===== src/rtl/mem_access_ctrl.sv =====
// MEM-stage data-memory access controller: one req/ack bus transaction per load/store,
// byte-lane enables, store replication, load extension, misalignment and timeout reporting.
module mem_access_ctrl #(
    parameter int TIMEOUT = 255,
    parameter int CNT_W   = 8
) (
    input  logic        clk,
    input  logic        reset,
    input  logic        load_MEM,
    input  logic        store_MEM,
    input  logic [1:0]  size_MEM,
    input  logic        unsigned_MEM,
    input  logic [31:0] addr_MEM,
    input  logic [31:0] wdata_MEM,
    output logic        mem_stall_MEM,
    output logic [31:0] rdata_MEM,
    output logic        align_err,
    output logic        bus_err,
    output logic        bus_req,
    output logic        bus_we,
    output logic [31:0] bus_addr,
    output logic [31:0] bus_wdata,
    output logic [3:0]  bus_be,
    input  logic        bus_ack,
    input  logic [31:0] bus_rdata
);

    // state | meaning
    // IDLE  | waiting for a load/store in MEM; stalls combinationally while one is present
    // REQ   | bus request outstanding, counting cycles toward timeout
    // DONE  | one-cycle release of the stall; error pulses and load data valid
    typedef enum logic [1:0] {
        S_IDLE = 2'd0,
        S_REQ  = 2'd1,
        S_DONE = 2'd2
    } state_t;

    state_t            state_q, state_d;
    logic [CNT_W-1:0]  cnt_q, cnt_d;
    logic [31:0]       addr_q, addr_d;
    logic [31:0]       wdata_q, wdata_d;
    logic [31:0]       rdata_q, rdata_d;
    logic [1:0]        size_q, size_d;
    logic              uns_q, uns_d;
    logic              we_q, we_d;
    logic [3:0]        be_q, be_d;
    logic              aerr_q, aerr_d;
    logic              berr_q, berr_d;

    logic              mem_op;
    logic              misaligned;
    logic [3:0]        be_new;
    logic [31:0]       wdata_new;
    logic [31:0]       rd_shift;
    logic [31:0]       rd_ext;

    assign mem_op     = load_MEM | store_MEM;
    assign misaligned = ((size_MEM == 2'd1) & addr_MEM[0]) |
                        (size_MEM[1] & (addr_MEM[1:0] != 2'b00));

    always_comb begin
        case (size_MEM)
            2'd0:    be_new = 4'b0001 << addr_MEM[1:0];
            2'd1:    be_new = 4'b0011 << addr_MEM[1:0];
            default: be_new = 4'b1111;
        endcase
    end

    always_comb begin
        case (size_MEM)
            2'd0:    wdata_new = {4{wdata_MEM[7:0]}};
            2'd1:    wdata_new = {2{wdata_MEM[15:0]}};
            default: wdata_new = wdata_MEM;
        endcase
    end

    // Lane select uses the latched address, since addr_MEM may not be held by the bench/pipeline.
    assign rd_shift = bus_rdata >> {addr_q[1:0], 3'b000};

    always_comb begin
        case (size_q)
            2'd0:    rd_ext = uns_q ? {24'd0, rd_shift[7:0]}
                                    : {{24{rd_shift[7]}}, rd_shift[7:0]};
            2'd1:    rd_ext = uns_q ? {16'd0, rd_shift[15:0]}
                                    : {{16{rd_shift[15]}}, rd_shift[15:0]};
            default: rd_ext = bus_rdata;
        endcase
    end

    always_comb begin
        state_d       = state_q;
        cnt_d         = cnt_q;
        addr_d        = addr_q;
        wdata_d       = wdata_q;
        rdata_d       = rdata_q;
        size_d        = size_q;
        uns_d         = uns_q;
        we_d          = we_q;
        be_d          = be_q;
        aerr_d        = 1'b0;
        berr_d        = 1'b0;
        mem_stall_MEM = 1'b0;

        case (state_q)
            S_IDLE: begin
                mem_stall_MEM = mem_op;
                if (mem_op) begin
                    if (misaligned) begin
                        aerr_d  = 1'b1;
                        rdata_d = 32'd0;
                        state_d = S_DONE;
                    end else begin
                        addr_d  = addr_MEM;
                        size_d  = size_MEM;
                        uns_d   = unsigned_MEM;
                        we_d    = store_MEM;
                        be_d    = be_new;
                        wdata_d = wdata_new;
                        cnt_d   = '0;
                        state_d = S_REQ;
                    end
                end
            end
            S_REQ: begin
                mem_stall_MEM = 1'b1;
                cnt_d         = cnt_q + 1'b1;
                if (bus_ack) begin
                    rdata_d = rd_ext;
                    state_d = S_DONE;
                end else if (cnt_q == CNT_W'(TIMEOUT - 1)) begin
                    rdata_d = 32'd0;
                    berr_d  = 1'b1;
                    state_d = S_DONE;
                end
            end
            S_DONE: begin
                state_d = S_IDLE;
            end
            default: begin
                state_d = S_IDLE;
            end
        endcase

        if (reset) begin
            mem_stall_MEM = 1'b0;
        end
    end

    always_ff @(posedge clk) begin
        if (reset) begin
            state_q <= S_IDLE;
            cnt_q   <= '0;
            addr_q  <= 32'd0;
            wdata_q <= 32'd0;
            rdata_q <= 32'd0;
            size_q  <= 2'd0;
            uns_q   <= 1'b0;
            we_q    <= 1'b0;
            be_q    <= 4'd0;
            aerr_q  <= 1'b0;
            berr_q  <= 1'b0;
        end else begin
            state_q <= state_d;
            cnt_q   <= cnt_d;
            addr_q  <= addr_d;
            wdata_q <= wdata_d;
            rdata_q <= rdata_d;
            size_q  <= size_d;
            uns_q   <= uns_d;
            we_q    <= we_d;
            be_q    <= be_d;
            aerr_q  <= aerr_d;
            berr_q  <= berr_d;
        end
    end

    assign bus_req   = (state_q == S_REQ);
    assign bus_we    = we_q;
    assign bus_addr  = {addr_q[31:2], 2'b00};
    assign bus_wdata = wdata_q;
    assign bus_be    = be_q;
    assign rdata_MEM = rdata_q;
    assign align_err = aerr_q;
    assign bus_err   = berr_q;

endmodule


===== config.mk =====
export PLATFORM = sky130hd
export DESIGN_NAME = mem_access_ctrl
export DESIGN_NICKNAME = d
export VERILOG_FILES = /design/src/rtl/mem_access_ctrl.sv
export SDC_FILE = /design/constraint.sdc
export NUM_CORES = 1
export LEC_CHECK = 0
export ABC_AREA = 0
export CAP_MARGIN = 20
export CORE_UTILIZATION = 43
export CTS_CLUSTER_DIAMETER = 120
export DETAILED_ROUTE_END_ITERATION = 7
export PLACE_DENSITY = 0.79
export SYNTH_ARGS = -nofsm -noshare
export SYNTH_HDL_FRONTEND = slang
export SYNTH_SLANG_ARGS = --single-unit

===== constraint.sdc =====
create_clock -name clk -period 2.2 [get_ports clk]
set_clock_uncertainty 0.2 [all_clocks]
set_input_delay 0.55 -clock clk [delete_from_list [all_inputs] [get_ports clk]]
set_output_delay 0.55 -clock clk [all_outputs]
set_load 0.01 [all_outputs]

==> metrics.txt <==
# nets final=between 900 and 1000; Post-Synth XOR/XNOR Area=0.161%; standard-cell row count=40; layout cells sized above 1=11.2%; fin crit period=roughly 2.2 ns; cells along the critical path=dlygate4sd2_1 > or3_4 > and3_4 > buf_6; final instance area=between 8000 and 9000 sq um; max_slew headroom=about 44%; Tcrit/Tclk final=99.3%; Worst Hold Class=flop to flop; RSZ-0062 raised after global routing=false; Netlist cell types=50; vias in the first global route=~5400; Seq/Total Area, Yosys=42.8%; fin cells=1035; Multi-input gate area=2640 sq um; Synth Area in Simple Gates=18.3%; CTS root buf=clkbuf_16; post-route ant nets=0; WP buf/inv=2; FF+latch area=2320 sq um; required time of the worst setup path=1.45 ns; warnings from Yosys=0; Core Util, Final=68.3%; P per Cell Area=736 nW/um^2; H-tree depth=4; status=finished clean; post-DR wirelength/cell=16.2 microns; Final Max Slew Viols=0; core area=12200 sq um; CP max stage delay=0.35 ns; final setup fails=0; Post-Synth Adder-Cell Area=0.461%; Die X=about 110 microns; compound-gate portion of the synthesized area=between 20% and 30%; DIE AREA=13100 sq um; largest net degree at the start of global routing=79; drt pass-1 iters=7; initial core utilization=44.6%; detailed placement HPWL=roughly 12000 microns; Inserted Clock Buffers=17; grt ovf=0; n_diodes=0; Skew-Pair Late Insertion Delay=roughly 0.4 ns; worst vdd ir=0.464 mV; ys flop type=dfxtp_1; worst setup margin=0.0164 ns; Die H=between 100 and 150 microns; worst endpoint data arrival time=1.43 ns; Max-Cap Viols=0; Post-Syn Instances=655; GR Util All Layers=26.2%; fill cell count=936; CP Launch Type=input port; combinational family with the most area after synthesis=compound AO/OA/AOI/OAI gates; cell taking the most area after synthesis=dfxtp_1; Hold Buf Count CTS=0; top-area cell type share of the netlist area=42.8%; ranking of synthesized cells by area=dfxtp_1 (43%), nand2_1 (8.8%), a21oi_1 (6.8%); CTS tree=done; DRC errors left=0; clock buffer depth=2; Mapped Area=around 5400 sq um; vias=5548; slew at the pin with the worst max-slew slack=0.837 ns; post-synthesis mux area share=5.54%; Worst Setup Path Type=input port to output port; port bufs=slightly above 200; Peak Freq=458 MHz; area grow syn2layout=53.2%; total power=6.12 mW; Clock Pin Slew Worst Setup and Hold Paths=0.05 ns; DR vias/cell=5.36; synthesis-stage register bit count=~120; CP max FO=3; synthesized area per cell=8.28 sq um; Placer Congestion=between 0.8 and 0.9; Placed Cells incl. Taps=999; Placed Instance Area=7680 sq um; final-report hold violation count=0; Sink Count=116; first-pass GRT wire length=26800 microns; Setup crit end kind=output port; slowest library cell on the worst path=or3_4; Post-synth EDFFs=0; antenna violations before repair=0; delay-heaviest family, CP=simple AND/OR/NAND/NOR gates; final WL=16800 microns; IO Count=~210; asr flop ratio synth=0%; initial DRC count=between 300 and 400; Leakage Power=3.15 nW; dpl ws=-0.701 ns
logic make-up (layout without fill, tap and decap cells):
logic type,Yosys count,in the layout
flip-flops,116,116
AND/OR/NAND/NOR,225,225
XOR/XNOR,1,1
adder cells (fa/ha/maj),2,2
other,1,2
multiplexers,30,30
AO/OA/AOI/OAI,189,189
buffers and inverters,91,302
path summary, 6_finish.rpt:
kind	from	end	slack [ns]	cells after the start
worst max-delay path	load_MEM	mem_stall_MEM	0.02	4
worst min-delay path	addr_q[8]	addr_q[8]	0.25	2
worst max register to register	addr_q[1]	rdata_MEM[16]	0.09	5
worst min register to register	addr_q[8]	addr_q[8]	0.25	2
power by group:
group          internal [mW]  switching, mW
clock                   1.54          0.871
combinational          0.727          0.636
sequential              2.25         0.0932
state kept, by name, summed over array words and instances, names as in the netlist:
name and cells:
state_q 2, cnt_q 8, size_q 2, bus_be 4, bus_we 1, addr_q 32
align_err 1, bus_wdata 32, rdata_MEM 32, uns_q 1, bus_err 1
synth_stat cells (3+ instances only):
cell type,number
a21oi_1,74
or3_1,3
nor2_1,40
buf_2,17
clkbuf_1,25
nand2b_1,13
a311oi_1,8
nor4_1,6
o22ai_1,7
o21ai_0,24
nand4_1,5
nor2b_1,9
nor3_1,7
nand2_1,127
inv_1,9
dfxtp_1,116
o2bb2ai_1,35
a2bb2oi_1,7
o21ai_1,7
buf_4,38
mux2i_1,30
o211ai_1,6
a211oi_1,8
metal layers:
metal  GRT usage (%)  vias up  share of wire, %
li1                -     2667                 -
met1            31.0     2632                42
met2            45.2      216                49
met3            5.51       33               5.8
met4            12.8        0               2.7
met5               0        -                 0
per-stage QoR:
stage	TNS, ns	hold slack [ns]
5_1_grt	0	0.269
2_1_floorplan	0	0.237
6_report	0	0.251
3_5_place_dp	-44.11	0.248
3_3_place_gp	-37.38	0.241
4_1_cts	0	0.253
timing repair:
item	4_1_cts	5_1_grt
cloned	1	0
endpoints found under the setup margin	62	74
resized for setup	14	10
pin swaps	5	1
buffers inserted	3	1
worst reg2reg max path, cell delays in order, from the launching register on:
cell	delay, ns
dfxtp_1	0.49
mux2i_1	0.39
o21ai_1	0.20
a2111oi_4	0.44
buf_12	0.20
o2bb2ai_1	0.09
cell type report:
type | instances | share of cell area, %
Sequential cell | 116 | 27.9
Multi-Input combinational cell | 449 | 31.7
Inverter | 9 | 0.406
Tap cell | 168 | 2.53
Clock buffer | 26 | 6.01
Clock inverter | 5 | 0.301
Timing Repair Buffer | 262 | 31.1
placed cells by master (no fill, tap or decap), types with 17 or more instances in the layout:
master / n
o2bb2ai_1: 35
buf_4: 46
nor2_1: 40
clkbuf_16: 17
nand2_1: 127
o21ai_0: 24
mux2i_1: 30
clkdlybuf4s50_1: 198
dfxtp_1: 116
a21oi_1: 73
Note: power is estimated with default switching activity, not from simulation.
